File: src/rtl/cla_nibble_subtractor_if.sv
// Start/done handshake bundle for the nibble-serial CLA subtractor.
// The sequencer drives through the master modport and the datapath through the slave modport.
interface cla_nibble_subtractor_if #(
   parameter int WIDTH = 16
);
   logic             start;
   logic [WIDTH-1:0] a;
   logic [WIDTH-1:0] b;
   logic             busy;
   logic             done;
   logic [WIDTH-1:0] diff;
   logic             borrow;
   logic             overflow;

   modport master (
      output start, a, b,
      input  busy, done, diff, borrow, overflow
   );

   modport slave (
      input  start, a, b,
      output busy, done, diff, borrow, overflow
   );
endinterface

File: src/rtl/cla_nibble_subtractor.sv
// Multi-cycle subtractor: diff = a - b, one 4-bit carry-lookahead slice per clock, LSB nibble first.
// Subtraction is a + ~b + 1, with the +1 entering as the initial value of the carry register.
module cla_nibble_subtractor #(
   parameter int WIDTH = 16
) (
   input  logic                    clk,
   input  logic                    rst,
   cla_nibble_subtractor_if.slave  sub
);

   localparam int NIB  = WIDTH / 4;
   localparam int IDXW = (NIB > 1) ? $clog2(NIB) : 1;
   localparam logic [IDXW-1:0] LAST = IDXW'(NIB - 1);

   typedef enum logic [1:0] {
      IDLE,
      RUN,
      DONE
   } state_t;

   state_t           state;
   logic [WIDTH-1:0] a_r;
   logic [WIDTH-1:0] b_r;
   logic [WIDTH-1:0] diff_r;
   logic [IDXW-1:0]  idx;
   logic             carry;
   logic             busy_r;
   logic             done_r;
   logic             borrow_r;
   logic             ovf_r;

   logic [3:0]       x;
   logic [3:0]       y;
   logic [3:0]       p;
   logic [3:0]       g;
   logic [4:0]       c;
   logic [3:0]       s;

   // Lookahead slice on the current nibble; all four carries come straight from P/G and the carry-in.
   always_comb begin
      x    = 4'(a_r >> {idx, 2'b00});
      y    = ~4'(b_r >> {idx, 2'b00});
      p    = x ^ y;
      g    = x & y;
      c[0] = carry;
      c[1] = g[0] | (p[0] & c[0]);
      c[2] = g[1] | (p[1] & g[0]) | (p[1] & p[0] & c[0]);
      c[3] = g[2] | (p[2] & g[1]) | (p[2] & p[1] & g[0]) | (p[2] & p[1] & p[0] & c[0]);
      c[4] = g[3] | (p[3] & g[2]) | (p[3] & p[2] & g[1]) | (p[3] & p[2] & p[1] & g[0])
           | (p[3] & p[2] & p[1] & p[0] & c[0]);
      s    = p ^ c[3:0];
   end

   always_ff @(posedge clk) begin
      if (rst) begin
         state    <= IDLE;
         a_r      <= '0;
         b_r      <= '0;
         diff_r   <= '0;
         idx      <= '0;
         carry    <= 1'b0;
         busy_r   <= 1'b0;
         done_r   <= 1'b0;
         borrow_r <= 1'b0;
         ovf_r    <= 1'b0;
      end else begin
         case (state)
            IDLE: begin
               done_r <= 1'b0;
               if (sub.start) begin
                  a_r      <= sub.a;
                  b_r      <= sub.b;
                  carry    <= 1'b1;
                  idx      <= '0;
                  diff_r   <= '0;
                  borrow_r <= 1'b0;
                  ovf_r    <= 1'b0;
                  busy_r   <= 1'b1;
                  state    <= RUN;
               end
            end
            RUN: begin
               for (int k = 0; k < NIB; k++) begin
                  if (idx == IDXW'(k)) diff_r[4*k +: 4] <= s;
               end
               carry <= c[4];
               // Flags are only meaningful for the top nibble, so they are captured just once.
               if (idx == LAST) begin
                  borrow_r <= ~c[4];
                  ovf_r    <= c[3] ^ c[4];
                  done_r   <= 1'b1;
                  idx      <= '0;
                  state    <= DONE;
               end else begin
                  idx <= idx + 1'b1;
               end
            end
            DONE: begin
               done_r <= 1'b0;
               busy_r <= 1'b0;
               state  <= IDLE;
            end
            default: begin
               state <= IDLE;
            end
         endcase
      end
   end

   assign sub.busy     = busy_r;
   assign sub.done     = done_r;
   assign sub.diff     = diff_r;
   assign sub.borrow   = borrow_r;
   assign sub.overflow = ovf_r;

endmodule

File: src/flat_wrapper.sv
// flat-port wrapper written by rule: the top's interface ports become plain ports
module cla_nibble_subtractor_flat 
#(
   parameter int WIDTH = 16
)
  (clk, rst, sub_start, sub_a, sub_b, sub_busy, sub_done, sub_diff, sub_borrow, sub_overflow);
  cla_nibble_subtractor_if #(.WIDTH(WIDTH)) sub_i ();
  input  logic clk;
  input  logic rst;
  input wire logic [$bits(sub_i.start)-1:0] sub_start;
  input wire logic [$bits(sub_i.a)-1:0] sub_a;
  input wire logic [$bits(sub_i.b)-1:0] sub_b;
  output wire logic [$bits(sub_i.busy)-1:0] sub_busy;
  output wire logic [$bits(sub_i.done)-1:0] sub_done;
  output wire logic [$bits(sub_i.diff)-1:0] sub_diff;
  output wire logic [$bits(sub_i.borrow)-1:0] sub_borrow;
  output wire logic [$bits(sub_i.overflow)-1:0] sub_overflow;
  assign sub_i.start = sub_start;
  assign sub_i.a = sub_a;
  assign sub_i.b = sub_b;
  assign sub_busy = sub_i.busy;
  assign sub_done = sub_i.done;
  assign sub_diff = sub_i.diff;
  assign sub_borrow = sub_i.borrow;
  assign sub_overflow = sub_i.overflow;
  cla_nibble_subtractor #(.WIDTH(WIDTH)) u_core (.clk(clk), .rst(rst), .sub(sub_i));
endmodule
File: config.mk
export PLATFORM = sky130hd
export DESIGN_NAME = cla_nibble_subtractor_flat
export DESIGN_NICKNAME = d
export VERILOG_FILES = /design/src/rtl/cla_nibble_subtractor_if.sv /design/src/rtl/cla_nibble_subtractor.sv /design/src/flat_wrapper.sv
export SDC_FILE = /design/constraint.sdc
export NUM_CORES = 1
export LEC_CHECK = 0
export ABC_AREA = 1
export BUFFER_PORTS_ARGS = -buffer_cell sky130_fd_sc_hd__buf_2
export CORE_MARGIN = 1
export CORE_UTILIZATION = 45
export CTS_CLUSTER_DIAMETER = 40
export DETAILED_ROUTE_END_ITERATION = 8
export PLACE_DENSITY = 0.68
export SLEW_MARGIN = 40
export SYNTH_ARGS = -nofsm -noshare
export SYNTH_HDL_FRONTEND = slang
export SYNTH_SLANG_ARGS = --single-unit
File: constraint.sdc
create_clock -name clk -period 2.4 [get_ports clk]
set_clock_uncertainty 0.15 [all_clocks]
set_input_delay 0.24 -clock clk [delete_from_list [all_inputs] [get_ports clk]]
set_output_delay 0.24 -clock clk [all_outputs]
set_load 0.02 [all_outputs]
==> run_results.csv <==
group,metric,value,unit
run_status,status,"completed",
global_route,grt_pass1_vias,2254,
power,p_total,2.53,mW
timing,slew_headroom,57.4,%
worst_setup_path,path_class,"reg -> reg",
clock_network,cts.reportedPaths.clkPinSlew,60,ps
global_route,grt_overflow,0,
synth,synthFlopType,"dfxtp_1",
worst_setup_path,cp_num_buf_inv,1,
timing,setup_tns,0,ps
floorplanning,rows,27,
worst_setup_path,cp_common_cell,"nand2_1",
hold_path,hp-class,"in -> reg",
placed_design,place_area,2860,um^2
synth,synth_seq_area_share,44.4,%
worst_setup_path,cp.required,2520,ps
global_route,grt_max_degree,49,
timing,fmax,0.456,GHz
power,pwr-share-comb,22.8,%
power,switchingPower,0.761,mW
worst_setup_path,r2r_cells,11,
floorplanning,coreArea,5510,um^2
timing,final-setup-viol-count,0,
clock_network,clock_path_buffers,2,
synth,yosysWarningCount,0,
synth,netlist_instances,342,
synth,ys_ff_latch,57,
drt,dr_total_vias,2517,
floorplanning,num_io_pins,55,
drt,firstDrtPassIters,6,
power,p_leak,1.57,nW
synth,ys_types,27,
drt,via_per_inst,4.96,
worst_setup_path,critPathCaptureType,"flip-flop",
global_route,grt_pass1_wl,10000,um
drt,drc,0,
power,p_sw_share,30.1,%
floorplanning,die_height,77.6,um
timing,final.period_utilization,91.4,%
synth,netlist_area,2570,um^2
power,p_int,1.76,mW
synth,syn_avg_cell_area,7.52,um^2
drt,wire_per_inst,12.0,um
synth,synth-xor-area-share,0,%
power,max-vdd-ir-drop,0.000489,V
synth,yosys.area_share.simple,23.5,%
clock_network,clock-sinks,57,
floorplanning,start_util,46.7,%
clock_network,cts_max_level,3,
timing,rsz0062_at_grt,"no",
timing,drv_slew,0,
timing,min_period,2190,ps
synth,synthArstFlopShare,0,%
global_route,grt_antenna_before_repair,0,
hold_path,hold_depth,2,
synth,synth_edf_count,0,
clock_network,cts_buffers,9,
worst_setup_path,worstPathArrival,2320,ps
power,clock_power_share,34.6,%
timing,hold_viol,0,
layout,area_growth,32.3,%
timing,tightestPinTransition,638,ps
worst_setup_path,crit_family,"simple AND/OR/NAND/NOR gates",
flow_run,cap_violations,0,
clock_network,worstSkewPairLatency,340,ps
worst_setup_path,start_kind,"flip-flop",
worst_setup_path,cpPeakStageDelay,360,ps
power,p_seq_share,42.6,%
layout,drive_gt1_share,22.8,%
clock_network,cts_root_buffer,"clkbuf_8",
worst_setup_path,cp_slowest_cell,"dfxtp_2",
worst_setup_path,path_cells,"buf_4 > nand2_1 > a32o_1 > ha_1 > nand2_1 > nand2_1 > nor2_1 > nand2_1 > nand2_1 > nand3_1 > a21oi_1",
placed_design,gp_congestion,0.903,
timing,setup_slack,206,ps
clock_network,tritoncts,"done",
layout,design_area,3400,um^2
placed_design,dp_slack,160,ps
placed_design,dp_hpwl,3840,um
synth,synthesis.nets,386,
worst_setup_path,crit_fanout,9,
power,power.density,742,nW/um^2
drt,drt_iter0_markers,97,
floorplanning,die_x,77.6,um
synth,synth_compound_area_share,20.2,%
synth,synth_top_family_by_area,"simple AND/OR/NAND/NOR gates",
global_route,groute.usage.overall,21.3,%
drt,postRouteAntennaNets,0,
worst_setup_path,path_depth,11,
synth,synthAdderAreaFrac,4.67,%
layout,diodes,0,
layout,nets,474,
placed_design,portBuffers,54,
drt,routed_wirelength,6080,um
floorplanning,fp.dieArea,6020,um^2
synth,synth_mux_area_share,0,%
-- repair_timing --
item                                    CTS  global route
gates resized for setup                   0             5
hold buffers                             32             0
endpoints found under the setup margin    0             4
endpoints found under the hold margin    32             0
buffers inserted                          0             3
-- Yosys cell counts (2+ instances only) --
library cell | count | area (um^2)
buf_6 | 3 | 33.8
dfxtp_1 | 57 | 1140
nand3_1 | 6 | 30.0
inv_1 | 12 | 45.0
nand2_1 | 42 | 158
o21ai_0 | 43 | 215
nand2_2 | 3 | 18.8
clkbuf_1 | 2 | 7.51
nor2_1 | 87 | 327
o21ai_1 | 11 | 55.1
buf_2 | 10 | 50.1
a21oi_4 | 3 | 48.8
nand4_1 | 2 | 12.5
nor2_2 | 3 | 18.8
ha_1 | 8 | 100
inv_2 | 8 | 30.0
o22ai_1 | 4 | 25.0
a32o_1 | 4 | 40.0
a21oi_1 | 24 | 120
buf_4 | 2 | 15.0
nor2_4 | 2 | 22.5
-- power groups by stage --
stage | logic (mW) | clock network [mW] | registers, mW
5_1_grt | 0.643 | 0.930 | 1.09
3_3_place_gp | 0.519 | 0 | 1.09
4_1_cts | 0.570 | 0.887 | 1.07
2_1_floorplan | 0.369 | 0 | 1.12
3_5_place_dp | 0.524 | 0 | 1.09
6_report | 0.575 | 0.874 | 1.08
-- path summary, 6_finish.rpt --
kind                    endpoint  slack, ps            start
max          u_core.sub.diff[11]        210    u_core.idx[0]
min              u_core.state[1]         70              rst
max reg2reg  u_core.sub.diff[11]        210    u_core.idx[0]
min reg2reg      u_core.sub.done        310  u_core.sub.done
-- placed cells by master, fill, tap and decap left out, types with 4 or more instances in the layout --
| cell type | Yosys | final |
|---|---|---|
| inv_1 | 12 | 11 |
| clkbuf_8 | 0 | 10 |
| o21ai_0 | 43 | 43 |
| nor2_1 | 87 | 87 |
| a21oi_1 | 24 | 24 |
| nand3_1 | 6 | 6 |
| o22ai_1 | 4 | 4 |
| inv_2 | 8 | 7 |
| ha_1 | 8 | 8 |
| buf_2 | 10 | 54 |
| dlygate4sd3_1 | 0 | 32 |
| buf_4 | 2 | 8 |
| o21ai_1 | 11 | 11 |
| dfxtp_1 | 57 | 55 |
| nand2_1 | 42 | 42 |
| a32o_1 | 4 | 4 |
-- layer usage --
metal | track usage, % | share of wire, %
met1 | 25.6 | 48
met2 | 35.5 | 47
met3 | 6.71 | 3.9
met4 | 7.92 | 1.4
met5 | 0 | 0
-- state kept, by name, summed over array words and instances, names as in the netlist, 2 cells and up --
name	count
u_core.b_r	16
u_core.sub.diff	16
u_core.idx	2
u_core.a_r	16
u_core.state	2
-- final cells by class --
class | count | area [um^2]
Fill cell | 483 | 2100
Sequential cell | 57 | 1140
Inverter | 20 | 81.3
Tap cell | 72 | 90.1
Clock buffer | 13 | 149
Timing Repair inverter | 1 | 5.00
Timing Repair Buffer | 94 | 651
Multi-Input combinational cell | 247 | 1240
Clock inverter | 3 | 40.0
-- per-stage QoR --
stage / hold WS [ps] / util [%] / instances
after global routing: 73.0 / 61.8 / 507
final: 71.0 / 61.8 / 507
after global placement: 298 / 51.9 / 455
after CTS: 65.8 / 61.2 / 503
after floorplan: 225 / - / 342
after detailed placement: 304 / 51.9 / 455
-- cells by family after synthesis --
group | count (synthesis)
flops | 57
simple gates | 147
buf+inv | 38
fa+ha+maj | 9
compound gates | 91
Power figures use the tool's default switching activity.
